==> config.mk <==
export PLATFORM = sky130hd
export DESIGN_NAME = uart_tx
export DESIGN_NICKNAME = d
export VERILOG_FILES = /design/src/rtl/uart_pkg.sv /design/src/rtl/uart_tx.sv
export SDC_FILE = /design/constraint.sdc
export NUM_CORES = 1
export LEC_CHECK = 0
export ABC_AREA = 1
export CAP_MARGIN = 20
export CORE_MARGIN = 10
export CORE_UTILIZATION = 47
export CTS_CLUSTER_SIZE = 30
export DETAILED_ROUTE_END_ITERATION = 10
export PLACE_DENSITY = 0.69
export SYNTH_ARGS = -nofsm -noshare
export SYNTH_HDL_FRONTEND = slang
export SYNTH_SLANG_ARGS = --single-unit
==> constraint.sdc <==
create_clock -name clk -period 1.9 [get_ports clk]
set_input_delay 0.285 -clock clk [delete_from_list [all_inputs] [get_ports clk]]
set_output_delay 0.285 -clock clk [all_outputs]
set_load 0.03 [all_outputs]
==> src/rtl/uart_pkg.sv <==
// Shared UART definitions: transmitter state encoding and datapath widths.
// Reused by both the transmitter and the future receiver.
package uart_pkg;

    localparam int UART_DATA_W   = 8;
    localparam int UART_BITCNT_W = 3;

    typedef enum logic [2:0] {
        IDLE  = 3'd0,
        WAIT  = 3'd1,
        START = 3'd2,
        DATA  = 3'd3,
        NINTH = 3'd4,
        STOP  = 3'd5
    } uart_tx_state_t;

endpackage

==> src/rtl/uart_tx.sv <==
// Asynchronous UART transmitter: TXREG holding register, TSR shift register
// and a baud-strobe driven FSM producing 8N1 or 9-bit frames on tx_out.
module uart_tx
    import uart_pkg::*;
#(
    parameter int DATA_W = UART_DATA_W
) (
    input  logic              clk,
    input  logic              rst,
    input  logic              txen,
    input  logic              tx9,
    input  logic              tx9d,
    input  logic              txreg_wr_en,
    input  logic [DATA_W-1:0] txreg_in,
    input  logic              uart_tx_shift_en,
    output logic              txif,
    output logic              trmt,
    output logic              tx_out
);

    localparam logic [UART_BITCNT_W-1:0] BIT_LAST = UART_BITCNT_W'(DATA_W - 1);

    uart_tx_state_t           state_r;
    logic [DATA_W-1:0]        txreg_r;
    logic                     txreg_full_r;
    logic [DATA_W:0]          tsr_r;
    logic [UART_BITCNT_W-1:0] bit_cnt_r;
    logic                     txen_q_r;
    logic                     tx_out_r;
    logic                     transfer_s;

    // TXREG->TSR handoff: from IDLE immediately, or from STOP on the strobe ending the stop bit.
    always_comb begin
        transfer_s = 1'b0;
        if (txen && txreg_full_r) begin
            transfer_s = (state_r == IDLE) || ((state_r == STOP) && uart_tx_shift_en);
        end else begin
            transfer_s = 1'b0;
        end
    end

    // TXREG holding register; a disable edge discards a pending byte, but writes made while disabled are kept.
    always_ff @(posedge clk) begin
        if (rst) begin
            txreg_r      <= {DATA_W{1'b0}};
            txreg_full_r <= 1'b0;
            txen_q_r     <= 1'b0;
        end else begin
            txen_q_r <= txen;
            if (txreg_wr_en) begin
                txreg_r      <= txreg_in;
                txreg_full_r <= 1'b1;
            end else if (txen_q_r && !txen) begin
                txreg_full_r <= 1'b0;
            end else if (transfer_s) begin
                txreg_full_r <= 1'b0;
            end else begin
                txreg_full_r <= txreg_full_r;
            end
        end
    end

    // Frame FSM with TSR shifter; every line change except the IDLE->WAIT load waits for the baud strobe.
    always_ff @(posedge clk) begin
        if (rst) begin
            state_r   <= IDLE;
            tsr_r     <= {(DATA_W + 1){1'b0}};
            bit_cnt_r <= {UART_BITCNT_W{1'b0}};
            tx_out_r  <= 1'b1;
        end else if (!txen) begin
            state_r   <= IDLE;
            bit_cnt_r <= {UART_BITCNT_W{1'b0}};
            tx_out_r  <= 1'b1;
        end else begin
            case (state_r)
                IDLE: begin
                    tx_out_r <= 1'b1;
                    if (transfer_s) begin
                        tsr_r   <= {tx9d, txreg_r};
                        state_r <= WAIT;
                    end
                end
                WAIT: begin
                    if (uart_tx_shift_en) begin
                        state_r  <= START;
                        tx_out_r <= 1'b0;
                    end
                end
                START: begin
                    if (uart_tx_shift_en) begin
                        state_r   <= DATA;
                        tx_out_r  <= tsr_r[0];
                        bit_cnt_r <= {UART_BITCNT_W{1'b0}};
                    end
                end
                DATA: begin
                    // After the last data shift the ninth bit has moved down to tsr_r[1].
                    if (uart_tx_shift_en) begin
                        if (bit_cnt_r != BIT_LAST) begin
                            bit_cnt_r <= bit_cnt_r + 1'b1;
                            tsr_r     <= {1'b0, tsr_r[DATA_W:1]};
                            tx_out_r  <= tsr_r[1];
                        end else if (tx9) begin
                            state_r  <= NINTH;
                            tx_out_r <= tsr_r[1];
                        end else begin
                            state_r  <= STOP;
                            tx_out_r <= 1'b1;
                        end
                    end
                end
                NINTH: begin
                    if (uart_tx_shift_en) begin
                        state_r  <= STOP;
                        tx_out_r <= 1'b1;
                    end
                end
                STOP: begin
                    if (uart_tx_shift_en) begin
                        if (transfer_s) begin
                            tsr_r    <= {tx9d, txreg_r};
                            state_r  <= START;
                            tx_out_r <= 1'b0;
                        end else begin
                            state_r  <= IDLE;
                            tx_out_r <= 1'b1;
                        end
                    end
                end
                default: begin
                    state_r  <= IDLE;
                    tx_out_r <= 1'b1;
                end
            endcase
        end
    end

    assign txif   = txen & ~txreg_full_r;
    assign trmt   = (state_r == IDLE);
    assign tx_out = tx_out_r;

endmodule

# Word level (Yosys, flattened, before mapping)
# Index checks and enable logic that the tools add are counted.
[word_totals]
ff_bits = 26
inputBits = 15
output_inout_bits = 3
[op_classes]
n_addsub = 1
eq_ne = 14
mux = 32
bitwise = 3
reduce_logical = 14
[op_table]
columns = ["op", "n"]
rows = [
  ["$mux 9", 4],
  ["$mux 3", 10],
  ["$pmux 9 s3", 1],
  ["$pmux 3 s6", 1],
  ["$ne 2x2->1 const B", 7],
  ["$mux 1", 13],
  ["$reduce_and 5->1", 2],
  ["$reduce_and 7->1", 1],
  ["$eq 3x2->1 const B", 2],
  ["$eq 3x3->1 const B", 2],
  ["$pmux 3 s2", 1],
  ["$reduce_bool 3->1", 2],
  ["$pmux 1 s5", 1],
  ["$reduce_and 4->1", 1],
  ["$add 3x1->3 const B", 1],
  ["$eq 3x1->1 const B", 1],
  ["$logic_and 1x1->1", 3],
  ["$logic_not 3->1", 1],
  ["$ne 3x3->1 const B", 1],
  ["$mux 2", 1],
  ["$ne 2x1->1 const B", 1],
  ["$not 1->1", 2],
  ["$reduce_bool 2->1", 1],
  ["$reduce_or 2->1", 1],
  ["3 further kinds", 3],
]

# Logic depth before layout (Yosys ltp)
# Gate-level depths: netlist (run 1).
[depth]
depth_word = 7
depth_mapped = 10
ltp_nobuf = 9

# Worst setup path after synthesis (run 1)
# Ideal clock, no wire load.
[synth_path]
path_kind = "reg2reg"
start = "register bit_cnt_r[0]"
end = "register tsr_r[8]"
setup_ns = 0.113
arrival_time_ns = 1.280
required_time_ns = 1.787
slack_ns = 0.507
stages_incl_launch_ff = 10
path_buffers = 1
synth_period_minus_slack_ns = 1.393
cell_sequence = "dfxtp_1 -> ha_1 -> ha_1 -> inv_1 -> nand2_1 -> nand2_4 -> buf_6 -> nand3_2 -> nand2_2 -> nor2_2"
[synth_via]
elab_chain_len = 3
[synth_rtl]
columns = ["element", "line_no", "source"]
rows = [
  ["from (decl)", "uart_tx.sv:27", "logic [UART_BITCNT_W-1:0] bit_cnt_r;"],
  ["from (signal assigned)", "uart_tx.sv:68", "bit_cnt_r <= {UART_BITCNT_W{1'b0}};"],
  ["from (signal assigned)", "uart_tx.sv:72", "bit_cnt_r <= {UART_BITCNT_W{1'b0}};"],
  ["from (signal assigned)", "uart_tx.sv:93", "bit_cnt_r <= {UART_BITCNT_W{1'b0}};"],
  ["$ne 3x3->1", "uart_tx.sv:99", "if (bit_cnt_r != BIT_LAST) begin"],
  ["$ne 2x2->1 (no line)", "--", ""],
  ["$reduce_and 5->1 (no line)", "--", ""],
  ["to (signal assigned)", "uart_tx.sv:79", "tsr_r <= {tx9d, txreg_r};"],
  ["to (signal assigned)", "uart_tx.sv:101", "tsr_r <= {1'b0, tsr_r[DATA_W:1]};"],
  ["to (signal assigned)", "uart_tx.sv:121", "tsr_r <= {tx9d, txreg_r};"],
  ["to (decl)", "uart_tx.sv:26", "logic [DATA_W:0] tsr_r;"],
]
# Every way passes these cells.
# A chain may end at the register's enable or synchronous reset.

# Final worst setup path (run 1)
[layout_path]
start = "register state_r[0]"
end = "output port trmt"
[layout_via]
elab_chain_len = 1
[layout_rtl]
columns = ["element", "line_no", "source"]
rows = [
  ["from (decl)", "uart_tx.sv:23", "uart_tx_state_t state_r;"],
  ["from (signal assigned)", "uart_tx.sv:66", "state_r <= IDLE;"],
  ["from (signal assigned)", "uart_tx.sv:71", "state_r <= IDLE;"],
  ["from (signal assigned)", "uart_tx.sv:80", "state_r <= WAIT;"],
  ["$logic_not 3->1", "uart_tx.sv:139", "assign trmt = (state_r == IDLE);"],
  ["to (decl)", "uart_tx.sv:17", "output logic trmt,"],
]
# Every way passes these cells.

==> results of run 1 <==
-- stage by stage --
stage | cell area, um2 | setup slack (ps) | std cells | util (%)
CTS | 1600 | 89.5 | 239 | 56.4
global placement | 1570 | 200 | 236 | 55.6
finish | 1600 | 109 | 239 | 56.4
floorplan | 1420 | 507 | 193 | -
global route | 1600 | 16.7 | 239 | 56.4
detailed placement | 1570 | 126 | 236 | 55.6
-- synthesized netlist by cell type, drive strengths merged --
cell type,number,area [um2]
a21oi,17,130
nand3b,8,60.1
clkinv,1,3.75
o21ai,10,50.1
inv,15,56.3
nand2,55,224
o211ai,1,7.51
nand3,15,110
dfxtp,26,521
buf,6,63.8
nand4,2,12.5
ha,2,25.0
nor2,33,145
a211oi,1,7.51
a21boi,1,7.51
-- metal layers --
metal,track usage (%),wire length [um],up-vias
met2,20.3,1470,17
met5,0,0,-
met3,3.42,95,4
met4,3.99,45,0
met1,12.2,1330,569
li1,-,-,655
-- power groups by stage --
stage               clock, W  sequential [W]  combinational, W
floorplan                  0        0.000593          0.000118
detailed placement         0        0.000597          0.000161
global placement           0        0.000597          0.000158
finish              0.000237        0.000586          0.000161
CTS                 0.000247        0.000585          0.000162
global route        0.000265        0.000589          0.000179
-- cells by family after synthesis --
| kind of cell | after synthesis |
|---|---|
| compound gates | 30 |
| flops | 26 |
| fa+ha+maj | 2 |
| buf+inv | 22 |
| simple gates | 113 |
-- sequential cells by signal (all words and copies together), names as in the netlist --
register / flops
tsr_r: 9
txreg_r: 8
bit_cnt_r: 3
state_r: 3
tx_out: 1
txen_q_r: 1
txreg_full_r: 1
-- worst paths after layout --
kind / startpoint / end / depth (start not counted)
worst min register to register: bit_cnt_r[0] / bit_cnt_r[0] / 1
worst max register to register: state_r[0] / tsr_r[5] / 7
worst max-delay path: state_r[0] / trmt / 4
worst min-delay path: bit_cnt_r[0] / bit_cnt_r[0] / 1
-- layout make-up --
| class | count | area [um2] | area share, % |
|---|---|---|---|
| clock buffers | 3 | 22.5 | 1.41 |
| inverters | 16 | 60.1 | 3.76 |
| multi-input cells | 145 | 779 | 48.9 |
| flip-flops and latches | 26 | 520 | 32.6 |
| well taps | 31 | 38.8 | 2.43 |
| repair buffers | 18 | 174 | 10.9 |
-- what timing repair did --
action,4_1_cts,5_1_grt
endpoints found under the setup margin,1,0
gates resized for setup,1,0
hold buffers,0,0
==> impl_metrics.py, run 1 <==
metrics = {
    "status": {
        "status": "complete, no violations",
    },
    "placement": {
        "gp_congestion": 0.900,
        "portBuffers": 17,
        "hpwl_um": 2230,
    },
    "cts": {
        "cts.sink_count": 26,
        "clk_pin_slew_ps": 130,
        "htreeDepth": 1,
        "cts_tree": "done",
        "numCtsBuffers": 3,
        "worstSkewPairLatency_ps": 320,
        "cts_max_path_buffers": 2,
        "root_buffer": "clkbuf_4",
        "cts_setup_buffers": 0,
    },
    "synth": {
        "synth_top_family_by_area": "simple AND/OR/NAND/NOR gates",
        "synthMuxAreaShare_pct": 0,
        "synth-compound-area-share_pct": 14.2,
        "synthCells": 193,
        "yosysWarnings": 0,
        "ys_seq_area_share_pct": 36.6,
        "syn_avg_cell_area_um2": 7.38,
        "synth_nets": 210,
        "ys_ff_latch": 26,
        "yosys.area_share.simple_pct": 38.8,
        "synth.distinct_cells": 26,
        "syn-cell-area_um2": 1420,
        "yosys.area_share.xor_xnor_pct": 0,
        "synth-adder-area-share_pct": 1.76,
    },
    "final_layout": {
        "final_cell_mix": "nand2_1, nor2_1, dfxtp_1",
        "layout_commonest_cell": "nand2_1",
        "fillers": 269,
        "area_delta_synth_final_pct": 12.0,
        "drive_gt1_share_pct": 15.4,
        "antenna_cells": 0,
        "final_nets": 227,
    },
    "setup_path": {
        "cp_cell_sequence": "inv_2 -> nand3_4 -> inv_1 -> dlygate4sd2_1",
        "slowest_delay_ps": 560,
        "cp_slowest_cell": "dfxtp_1",
        "critical_path_buf_inv_count": 3,
        "start_kind": "flip-flop",
        "arrival_ps": 1510,
        "cp_max_fo": 8,
        "path_delay_family": "flip-flops",
        "path_class": "reg -> out",
        "required_ps": 1620,
        "r2r_slack_ps": 220,
        "endpoint_kind": "primary output",
    },
    "power_and_ir_drop": {
        "p_seq_share_pct": 59.6,
        "intPower_w": 0.000716,
        "finalPower_w": 0.000983,
        "p_leak_nw": 0.667,
        "switching_share_pct": 27.2,
        "p_comb_share_pct": 16.3,
        "peakVddDrop_mv": 0.478,
        "power.density_nw_per_um2": 616,
        "p_sw_w": 0.000267,
        "clkPwrFrac_pct": 24.1,
    },
    "sta": {
        "fin_tns_setup_ps": 0,
        "finalMaxSlewViolations": 0,
        "fin_crit_sh_pct": 94.3,
        "tightest_slew_ps": 478,
        "fin_crit_ps": 1790,
        "rsz0062_at_grt": "false",
        "slew-limit-headroom_pct": 67.9,
        "skew_ps": 2.59,
        "hold_viol": 0,
        "max_freq_ghz": 0.558,
        "finalSetupViolations": 0,
        "holdWs_ps": 481,
    },
    "worst_hold_path": {
        "hold_path_class": "reg -> reg",
    },
    "grt": {
        "grt_pass1_wl_um": 5150,
        "antenna_found_initial": 0,
        "grt_usage_pct": 11.3,
        "grt_max_degree": 19,
        "grt_overflow": 0,
        "grt_pass1_vias": 1247,
    },
    "die": {
        "initial_core_util_pct": 50.3,
        "core_area_um2": 2830,
        "die_w_um": 75.0,
        "dieArea_um2": 5630,
        "pin_count": 18,
        "fp.dieH_um": 75.0,
        "fp-row-count": 19,
    },
    "routing": {
        "wirelength_um": 2940,
        "drtIter0Drc": 62,
        "wire_per_inst_um": 12.3,
        "dr.pass1.iters": 4,
        "ant_nets": 0,
        "viasPerCell": 5.21,
        "drc": 0,
        "num_vias": 1245,
    },
    "flow_run": {
        "max_cap_violations": 0,
    },
}
(Power assumes the default switching activity.)
==> run 2, diff against run 1 <==
--- a/config.mk
+++ b/config.mk
@@ -11,6 +11,7 @@
 export CORE_UTILIZATION = 47
 export CTS_CLUSTER_SIZE = 30
 export DETAILED_ROUTE_END_ITERATION = 10
+export MAX_ROUTING_LAYER = met4
 export PLACE_DENSITY = 0.69
 export SYNTH_ARGS = -nofsm -noshare
 export SYNTH_HDL_FRONTEND = slang
==> impl_metrics.py, run 2 (same netlist as run 1, synthesis figures left out) <==
metrics = {
    "status": {
        "status": "complete, no violations",
    },
    "setup_path": {
        "required_ps": 1620,
        "path_class": "reg -> out",
        "cp_slowest_cell": "dfxtp_1",
        "cp_max_fo": 8,
        "endpoint_kind": "primary output",
        "cp_cell_sequence": "inv_2 -> nand3_4 -> inv_1 -> dlygate4sd2_1",
        "slowest_delay_ps": 570,
        "arrival_ps": 1510,
        "start_kind": "flip-flop",
    },
    "final_layout": {
        "final_cell_mix": "nand2_1, nor2_1, dfxtp_1",
        "top_register": "tsr_r",
        "layout_commonest_cell": "nand2_1",
        "top_regs": "tsr_r (9), txreg_r (8)",
        "post-route-util_pct": 56.9,
        "stdcell_count": 240,
        "drive_gt1_share_pct": 15.8,
        "ff_latch_area_um2": 520,
        "antenna_cells": 0,
        "fillers": 272,
        "final_nets": 227,
        "final_area_um2": 1610,
        "area_delta_synth_final_pct": 13.0,
        "multi_input_area_um2": 779,
        "largest_reg_flops": 9,
    },
    "cts": {
        "cts_setup_buffers": 0,
        "numCtsBuffers": 3,
        "cts_tree": "done",
        "htreeDepth": 1,
        "clk_pin_slew_ps": 150,
        "cts.sink_count": 26,
        "cts_max_path_buffers": 2,
        "root_buffer": "clkbuf_4",
        "worstSkewPairLatency_ps": 320,
    },
    "grt": {
        "antenna_found_initial": 0,
        "grt_pass1_vias": 1159,
        "grt_usage_pct": 11.6,
        "grt_pass1_wl_um": 5040,
        "grt_overflow": 0,
        "grt_max_degree": 19,
    },
    "die": {
        "die_w_um": 75.0,
        "fp.dieH_um": 75.0,
        "pin_count": 18,
        "dieArea_um2": 5630,
        "core_area_um2": 2830,
        "initial_core_util_pct": 50.3,
        "fp-row-count": 19,
    },
    "routing": {
        "drc": 0,
        "drtIter0Drc": 60,
        "wire_per_inst_um": 11.9,
        "viasPerCell": 5.08,
        "ant_nets": 0,
        "wirelength_um": 2850,
        "num_vias": 1218,
        "dr.pass1.iters": 4,
    },
    "power_and_ir_drop": {
        "peakVddDrop_mv": 0.457,
        "p_leak_nw": 0.674,
        "finalPower_w": 0.00102,
        "power.density_nw_per_um2": 636,
    },
    "placement": {
        "gp_congestion": 0.901,
        "portBuffers": 17,
        "hpwl_um": 2230,
        "dp_cells": 236,
        "dpl_cell_area_um2": 1570,
    },
    "sta": {
        "fin_crit_ps": 1790,
        "rsz0062_at_grt": "false",
        "tightest_slew_ps": 459,
        "max_freq_ghz": 0.558,
        "slew-limit-headroom_pct": 69.4,
        "finalSetupViolations": 0,
        "fin_crit_sh_pct": 94.3,
        "skew_ps": 16.2,
        "finalMaxSlewViolations": 0,
        "hold_viol": 0,
        "fin_tns_setup_ps": 0,
    },
    "flow_run": {
        "max_cap_violations": 0,
    },
    "worst_hold_path": {
        "hold_path_class": "reg -> reg",
    },
}
-- run 2: power breakdown --
group | switching, W | internal (W)
Clock | 0.000161 | 0.000117
Combinational | 0.0000875 | 0.0000717
Sequential | 0.0000159 | 0.000570
Total | 0.000265 | 0.000759
-- run 2: final timing paths --
check          startpoint      endpoint  slack (ps)  depth (start not counted)
max            state_r[0]          trmt         110                          4
min          bit_cnt_r[0]  bit_cnt_r[0]         480                          1
max reg2reg    state_r[0]      tsr_r[5]         180                          7
min reg2reg  bit_cnt_r[0]  bit_cnt_r[0]         480                          1
-- run 2: repair_timing --
action	CTS	global route
hold buffers	0	0
resized for setup	1	0
endpoints found under the setup margin	1	0
-- run 2: metal layers --
metal / share of wire (%) / vias to the layer above / global-route usage (%)
li1: - / 653 / -
met2: 52 / 18 / 20.6
met3: 4.4 / 2 / 3.68
met4: 0.63 / 0 / 1.89
met5: 0 / - / -
met1: 43 / 545 / 12.5
-- run 2: stage by stage --
stage          hold slack, ps  setup slack, ps
3_3_place_gp              458              197
6_report                  479              108
4_1_cts                   488              100
3_5_place_dp              469              141
5_1_grt                   522             38.3
2_1_floorplan             354              507
-- run 2: critical path, delay by kind of cell (launching register included) --
| kind | cells | cell delay, ps |
|---|---|---|
| flops | 1 | 570 |
| simple gates | 1 | 110 |
| buf+inv | 3 | 510 |
-- run 2: cell type report --
class | count | share of cell area, %
clock buffer | 4 | 2.26
inverter | 16 | 3.73
multi-input combinational | 145 | 48.4
sequential | 26 | 32.3
tap | 31 | 2.41
timing repair buffer | 18 | 10.8
==> run 3, diff against run 2 <==
--- a/config.mk
+++ b/config.mk
@@ -13,6 +13,7 @@
 export DETAILED_ROUTE_END_ITERATION = 10
 export MAX_ROUTING_LAYER = met4
 export PLACE_DENSITY = 0.69
+export SETUP_SLACK_MARGIN = 0.1
 export SYNTH_ARGS = -nofsm -noshare
 export SYNTH_HDL_FRONTEND = slang
 export SYNTH_SLANG_ARGS = --single-unit
==> impl_metrics.py, run 3 (same netlist as run 1, synthesis figures left out) <==
metrics = {
    "cts": {
        "worstSkewPairLatency_ps": 320,
        "cts_tree": "done",
        "cts_max_path_buffers": 2,
        "root_buffer": "clkbuf_4",
        "cts_hold_buf": 0,
        "clk_pin_slew_ps": 150,
        "numCtsBuffers": 3,
        "htreeDepth": 1,
        "cts.sink_count": 26,
    },
    "final_layout": {
        "top_regs": "tsr_r (9), txreg_r (8)",
        "area_delta_synth_final_pct": 13.3,
        "top_register": "tsr_r",
        "ff_latch_area_um2": 523,
        "fillers": 270,
        "multi_input_area_um2": 779,
        "antenna_cells": 0,
        "largest_reg_flops": 9,
        "post-route-util_pct": 57.0,
        "stdcell_count": 240,
        "final_nets": 227,
        "final_area_um2": 1610,
        "layout_commonest_cell": "nand2_1",
        "final_cell_mix": "nand2_1, nor2_1, dfxtp_1",
        "drive_gt1_share_pct": 16.7,
    },
    "setup_path": {
        "required_ps": 1620,
        "cp_cell_sequence": "inv_2 -> nand3_4 -> inv_1 -> clkdlybuf4s15_1",
        "path_class": "reg -> out",
        "cp_max_fo": 6,
        "cp_slowest_cell": "dfxtp_1",
        "endpoint_kind": "primary output",
        "arrival_ps": 1420,
        "start_kind": "flip-flop",
        "slowest_delay_ps": 470,
    },
    "power_and_ir_drop": {
        "switching_share_pct": 25.9,
        "p_comb_share_pct": 15.6,
        "p_leak_nw": 0.677,
        "power.density_nw_per_um2": 635,
        "p_seq_share_pct": 57.2,
        "peakVddDrop_mv": 0.457,
        "p_sw_w": 0.000265,
        "intPower_w": 0.000759,
        "clkPwrFrac_pct": 27.2,
    },
    "die": {
        "dieArea_um2": 5630,
        "fp-row-count": 19,
        "pin_count": 18,
        "die_w_um": 75.0,
        "initial_core_util_pct": 50.3,
        "core_area_um2": 2830,
        "fp.dieH_um": 75.0,
    },
    "status": {
        "status": "complete, no violations",
    },
    "grt": {
        "met1_usage_pct": 12.5,
        "use_met2_pct": 20.6,
        "grt_pass1_wl_um": 5040,
        "grt.busiest_layer": "met2",
        "grt_usage_pct": 11.6,
        "grt_pass1_vias": 1159,
        "grt_overflow": 0,
        "antenna_found_initial": 0,
        "grt_max_degree": 19,
        "use_met3_pct": 3.68,
    },
    "routing": {
        "wirelength_um": 2850,
        "dr.pass1.iters": 4,
        "viasPerCell": 5.08,
        "ant_nets": 0,
        "num_vias": 1218,
        "wire_per_inst_um": 11.9,
        "drtIter0Drc": 61,
        "drc": 0,
    },
    "placement": {
        "dpl_cell_area_um2": 1570,
        "hpwl_um": 2230,
        "gp_congestion": 0.901,
        "dp_cells": 236,
        "portBuffers": 17,
    },
    "sta": {
        "rsz0062_at_grt": "false",
        "fin_crit_ps": 1700,
        "slew-limit-headroom_pct": 69.4,
        "skew_ps": 16.2,
        "finalSetupViolations": 0,
        "max_freq_ghz": 0.587,
        "fin_crit_sh_pct": 89.7,
        "tightest_slew_ps": 459,
        "hold_viol": 0,
        "fin_tns_setup_ps": 0,
        "finalMaxSlewViolations": 0,
    },
    "flow_run": {
        "max_cap_violations": 0,
    },
    "worst_hold_path": {
        "hold_path_class": "reg -> reg",
    },
}
==> run 3: cell types whose count changed in the layout (fill, tap and decap cells not counted), sizes merged <==
cell | before | now
clkdlybuf4s15 | 0 | 1
dlygate4sd2 | 1 | 0
==> run 3: through the flow <==
step           total power [W]  hold WS, ps  worst slack, ps
4_1_cts                0.00104          488              100
3_5_place_dp          0.000760          469              141
5_1_grt                0.00109          522              101
2_1_floorplan         0.000711          354              507
3_3_place_gp          0.000755          458              197
6_report               0.00102          479              196
==> run 3: routing by layer <==
| metal | routed length, um | up-vias |
|---|---|---|
| li1 | - | 653 |
| met1 | 1240 | 545 |
| met2 | 1470 | 18 |
| met3 | 125 | 2 |
| met4 | 18 | 0 |
| met5 | 0 | - |
==> run 3: path summary, 6_finish.rpt <==
path              cells past startpoint          from  slack, ps           end
setup reg to reg                      8    state_r[2]        270      tsr_r[5]
hold / removal                        1  bit_cnt_r[0]        480  bit_cnt_r[0]
setup / recovery                      4    state_r[2]        200          trmt
hold reg to reg                       1  bit_cnt_r[0]        480  bit_cnt_r[0]
==> run 3: critical path: cells and delay by family (launching register included) <==
family        cells  cell delay (ps)
flops             1              470
buf+inv           3              490
simple gates      1              130
==> run 3: area by class of cell <==
type / count / area share, %
multi-input combinational: 145 / 48.3
clock buffer: 4 / 2.25
tap: 31 / 2.40
inverter: 16 / 3.72
timing repair buffer: 18 / 10.9
sequential: 26 / 32.4
==> run 3: power by group through the flow <==
stage	sequential, W	clock, W	combinational, W
detailed placement	0.000598	0	0.000162
global route	0.000590	0.000315	0.000181
finish	0.000586	0.000279	0.000159
CTS	0.000586	0.000295	0.000161
floorplan	0.000593	0	0.000118
global placement	0.000597	0	0.000158
==> run 3: what timing repair did <==
item | CTS | global route
setup buffers | 0 | 0
pin swaps | 0 | 0
gates resized for setup | 1 | 3
endpoints found under the setup margin | 1 | 10
==> variant 1 (config.mk and constraints of run 2) <==
Re-encode `uart_tx_state_t` (6 states) as Gray code, 3 bits wide.
--- a/src/rtl/uart_pkg.sv
+++ b/src/rtl/uart_pkg.sv
@@ -7,10 +7,10 @@
 
     typedef enum logic [2:0] {
-        IDLE  = 3'd0,
-        WAIT  = 3'd1,
-        START = 3'd2,
-        DATA  = 3'd3,
-        NINTH = 3'd4,
-        STOP  = 3'd5
+        IDLE  = 3'b000,
+        WAIT  = 3'b001,
+        START = 3'b011,
+        DATA  = 3'b010,
+        NINTH = 3'b110,
+        STOP  = 3'b111
     } uart_tx_state_t;
 
Behaviour: no difference found for any inputs over 10 cycles, from zero or initial values and one cycle with rst high; not proved beyond that.
==> variant 1 against run 2 <==
- power increased by 9.0%
- sequential cell count is the same
- count of clock-buffer cells in the layout decreased by 1
- cell area grew 4.1%
- wire length up 2.1%
- worst hold slack gained 0.022 ns
- critical path depth fell by 3
- clock power rose by 37%
- synthesized area up 2.5%
- setup slack gained 0.13 ns
- critical path type unchanged
- largest power group unchanged
==> variant 1: results (changes against run 2) <==
FFs w/ async S/R, synth - 0% (unchanged)
gpl congestion - 0.896 (was 0.901)
Worst path slowest cell - clkdlybuf4s50_1 (was dfxtp_1)
Ys Warns - 0 (unchanged)
vias in the first global route - 1121 (was 1159)
sequential area share after synthesis - 35.6% (was 36.6%)
Place WS - 0.330 ns (was 0.141 ns)
largest net degree at the start of global routing - 18 (was 19)
Max IR drop VDD - 0.539 mV (was 0.457 mV)
relative slew slack - 70.8% (was 69.4%)
PostCTS Resize Cnt - 1 (unchanged)
Top Layer Used - met4 (unchanged)
synth cell count leaders - 60 x nand2_1, 37 x nor2_1, 26 x dfxtp_1 (was 50 x nand2_1, 30 x nor2_1, 26 x dfxtp_1, 11 x nand3_1)
Antenna diodes - 0 (unchanged)
first-pass GRT wire length - 5010 um (was 5040 um)
Min Hold Slack - 0.501 ns (was 0.479 ns)
metal1 wirelength - 1470 um (was 1240 um)
Hold WC Path Type - reg -> reg (unchanged)
CP top delay family - buffers and inverters (was flip-flops)
fin crit share - 87.7% (was 94.3%)
status - completed (unchanged)
flop2flop setup slack - 0.41 ns (was 0.18 ns)
Hold Path Stages - 2 (was 1)
routed wl met2 - 1230 um (was 1470 um)
# Post-CTS Setup Buffers - 0 (unchanged)
hpwl dp - 2220 um (was 2230 um)
Nets - 247 (was 227)
top cells by area, synth - dfxtp_1 36%, nand2_1 15%, nor2_1 9.5%, a21oi_1 4.1%, o21ai_0 4.1% (was dfxtp_1 37%, nand2_1 13%, nor2_1 7.9%, a21oi_2 5.5%, nand3b_1 4.2%)
H-tree levels - 1 (unchanged)
FF-to-FF path depth - 9 (was 7)
initial antenna violation count - 0 (unchanged)
Lkg Pwr - 0.729 nW (was 0.674 nW)
CP endpoint kind - output pin (unchanged)
overall routed net length - 2920 um (was 2850 um)
layout cells sized above 1 - 14.0% (was 15.8%)
Mapped Cells - 211 (was 193)
clk buf depth - 2 (unchanged)
biggest regs - tsr_r x9, txreg_r x8 (unchanged)
gr ovfl total - 0 (unchanged)
Main synth FF type - dfxtp_1 (unchanged)
gr usage total - 11.4% (was 11.6%)
drt first-iter violations - 106 (was 60)
CP max FO - 2 (was 8)
max incr delay on CP - 0.68 ns (was 0.57 ns)
met3 wire len - 195 um (was 125 um)
syn_nets - 228 (was 210)
placed insts - 258 (was 236)
vias per cell - 4.82 (was 5.08)
# fillers - 322 (was 272)
port bufs - 17 (unchanged)
Clock Skew - 0.0109 ns (was 0.0162 ns)
Clk pin slew, worst setup/hold paths - 0.15 ns (about the same)
Crit path arrival time - 1.38 ns (was 1.51 ns)
synth unique cells - 26 (unchanged)
clk root buf - clkbuf_4 (unchanged)
DR WL/cell - 11.1 um (was 11.9 um)
CTS Buf Count - 3 (unchanged)
worst skew pair latency - 0.33 ns
-- variant 1: cell count changes in the layout (fill, tap and decap cells not counted), moves of 3 or more --
cell,change
nand2_1,+10
a21oi_2,-8
nor2_1,+7
a21oi_1,+5
nand3_1,-5
nand2_2,+4
buf_4,+3
inv_2,-3
o21ai_1,+3
-- variant 1: cells by family after synthesis --
logic type	share of synthesized area, %
flip-flops	35.6
adder cells (fa/ha/maj)	1.71
AND/OR/NAND/NOR	40.7
AO/OA/AOI/OAI	11.5
buffers and inverters	10.5
-- variant 1: area by class of cell --
type / count / area share [%]
multi-input cells: 160 / 47.0
flip-flops and latches: 26 / 31.1
repair buffers: 21 / 11.7
inverters: 18 / 4.63
well taps: 33 / 2.46
clock inverters: 1 / 1.79
clock buffers: 3 / 1.34
-- variant 1: layer usage --
layer  vias to the layer above  global-route usage, %
met5                         -                      -
met4                         0                   2.89
met3                         2                   3.26
met2                        29                   16.5
met1                       538                   15.2
li1                        695                      -
-- variant 1: power breakdown --
part | switching (W) | internal (W)
registers | 0.0000115 | 0.000569
logic | 0.0000822 | 0.0000691
clock network | 0.000169 | 0.000214
total | 0.000263 | 0.000852
-- variant 1: path summary, 6_finish.rpt --
kind	start	to
worst max-delay path	tx_out	tx_out
worst max register to register	state_r[1]	tsr_r[8]
worst min-delay path	tsr_r[5]	tsr_r[5]
worst min register to register	tsr_r[5]	tsr_r[5]
-- variant 1: through the flow --
stage / util [%] / power (W) / instance area (um^2)
final: 55.8 / 0.00112 / 1680
after detailed placement: 54.1 / 0.000745 / 1620
after global routing: 55.8 / 0.00118 / 1680
after CTS: 55.8 / 0.00113 / 1680
after floorplan: - / 0.000695 / 1460
after global placement: 54.1 / 0.000745 / 1620
==> variant 2 (config.mk and constraints of run 2) <==
Without the edit above. Set the package constant `UART_DATA_W` to 12 (it was 8).
--- a/src/rtl/uart_pkg.sv
+++ b/src/rtl/uart_pkg.sv
@@ -3,5 +3,5 @@
 package uart_pkg;
 
-    localparam int UART_DATA_W   = 8;
+    localparam int UART_DATA_W   = 12;
     localparam int UART_BITCNT_W = 3;
 
Ports: changed (resized txreg_in); port bits go from 18 to 22. No check against the original RTL was run, so the function may have changed too.
==> variant 2 against run 2 <==
- synthesized area increased by 24%
- sequential share of layout area increased by 0.11 points
- power increased by 51%
- wire length increased by 30%
- worst hold slack got worse by 0.0080 ns
- cell area increased by 30%
- combinational power increased by 32%
- largest cell class unchanged
- via count increased by 29%
- setup slack improved by 0.094 ns
- critical path depth unchanged
- die area increased by 18%
- sequential cell count increased by 8
- clock skew decreased by 0.011 ns
- critical path type unchanged
==> variant 2: results (changes against run 2) <==
top cells by area, synth - dfxtp_1 38%, nand2_1 13%, nor2_1 8.9%, o21ai_0 5.4%, nand3b_1 5.1% (was dfxtp_1 37%, nand2_1 13%, nor2_1 7.9%, a21oi_2 5.5%, nand3b_1 4.2%)
biggest regs - tsr_r x13, txreg_r x12 (was tsr_r x9, txreg_r x8)
first-pass GRT wire length - 6450 um (was 5040 um)
max incr delay on CP - 0.55 ns (was 0.57 ns)
status - completed (unchanged)
CTS Buf Count - 5 (was 3)
Synth Area in Compound Gates - 13.6% (was 14.2%)
flop2flop setup slack - 0.36 ns (was 0.18 ns)
clk root buf - clkbuf_8 (was clkbuf_4)
worst skew pair latency - 0.28 ns (was 0.32 ns)
Slew @ Worst Pin - 0.388 ns (was 0.459 ns)
gr usage total - 12.3% (was 11.6%)
Hold Path Stages - 2 (was 1)
gpl congestion - 0.912 (was 0.901)
DR WL/cell - 11.5 um (was 11.9 um)
hold_sp - bit_cnt_r[2] (was bit_cnt_r[0])
Crit path arrival time - 1.41 ns (was 1.51 ns)
hold endpoint - bit_cnt_r[2] (was bit_cnt_r[0])
sequential area share after synthesis - 38.5% (was 36.6%)
layout cells sized above 1 - 14.3% (was 15.8%)
synth cell count leaders - 63 x nand2_1, 42 x nor2_1, 34 x dfxtp_1, 19 x o21ai_0, 15 x inv_1 (was 50 x nand2_1, 30 x nor2_1, 26 x dfxtp_1, 11 x nand3_1)
FF-to-FF path depth - 8 (was 7)
reg2reg end - bit_cnt_r[2] (was tsr_r[5])
CP max FO - 7 (was 8)
syn_nets - 271 (was 210)
-- variant 2: changes by cell type after synthesis, sizes merged, moves of 3 or more --
cell    delta
buf        +3
nand3      -3
inv        +5
clkbuf     +3
dfxtp      +8
o21ai     +11
nand3b     +4
nand2     +14
a21oi      +3
nor2      +12
-- variant 2: worst max path at each step --
| stage | from | endpoint | slack [ns] |
|---|---|---|---|
| final | state_r[1] | trmt | 0.20 |
| after detailed placement | uart_tx_shift_en | tsr_r[8] | 0.19 |
| after CTS | state_r[1] | trmt | 0.19 |
| after floorplan | bit_cnt_r[0] | tsr_r[2] | 0.59 |
| after global placement | uart_tx_shift_en | tsr_r[3] | 0.23 |
| after global routing | state_r[1] | trmt | 0.12 |
-- variant 2: area by class of cell --
cell class / count / area [um^2]
inverters: 20 / 75.1
flip-flops and latches: 34 / 681
clock buffers: 6 / 82.6
repair buffers: 27 / 264
fillers: 379 / 1560
well taps: 48 / 60.1
clock inverters: 2 / 12.5
multi-input cells: 184 / 922
-- variant 2: metal layers --
| layer | routed length (um) | GRT usage, % |
|---|---|---|
| met1 | 1940 | 17.5 |
| met2 | 1560 | 16.4 |
| met3 | 161 | 3.42 |
| met4 | 38 | 3.46 |
| met5 | 0 | - |
-- variant 2: where the power goes --
group          leakage (nW)  switching, W  internal [W]  total [W]
clock                0.0472      0.000274      0.000291   0.000565
combinational         0.577      0.000111     0.0000994   0.000210
sequential            0.279     0.0000179      0.000747   0.000764
-- variant 2: per-stage QoR --
stage	utilization, %	hold WS [ns]	setup slack (ns)	total power (W)	cells
floorplan	-	0.354	0.587	0.000922	250
global placement	54.7	0.450	0.228	0.000989	313
detailed placement	54.7	0.463	0.191	0.000992	313
CTS	57.3	0.473	0.191	0.00155	321
global route	57.3	0.492	0.122	0.00162	321
finish	57.3	0.471	0.202	0.00154	321
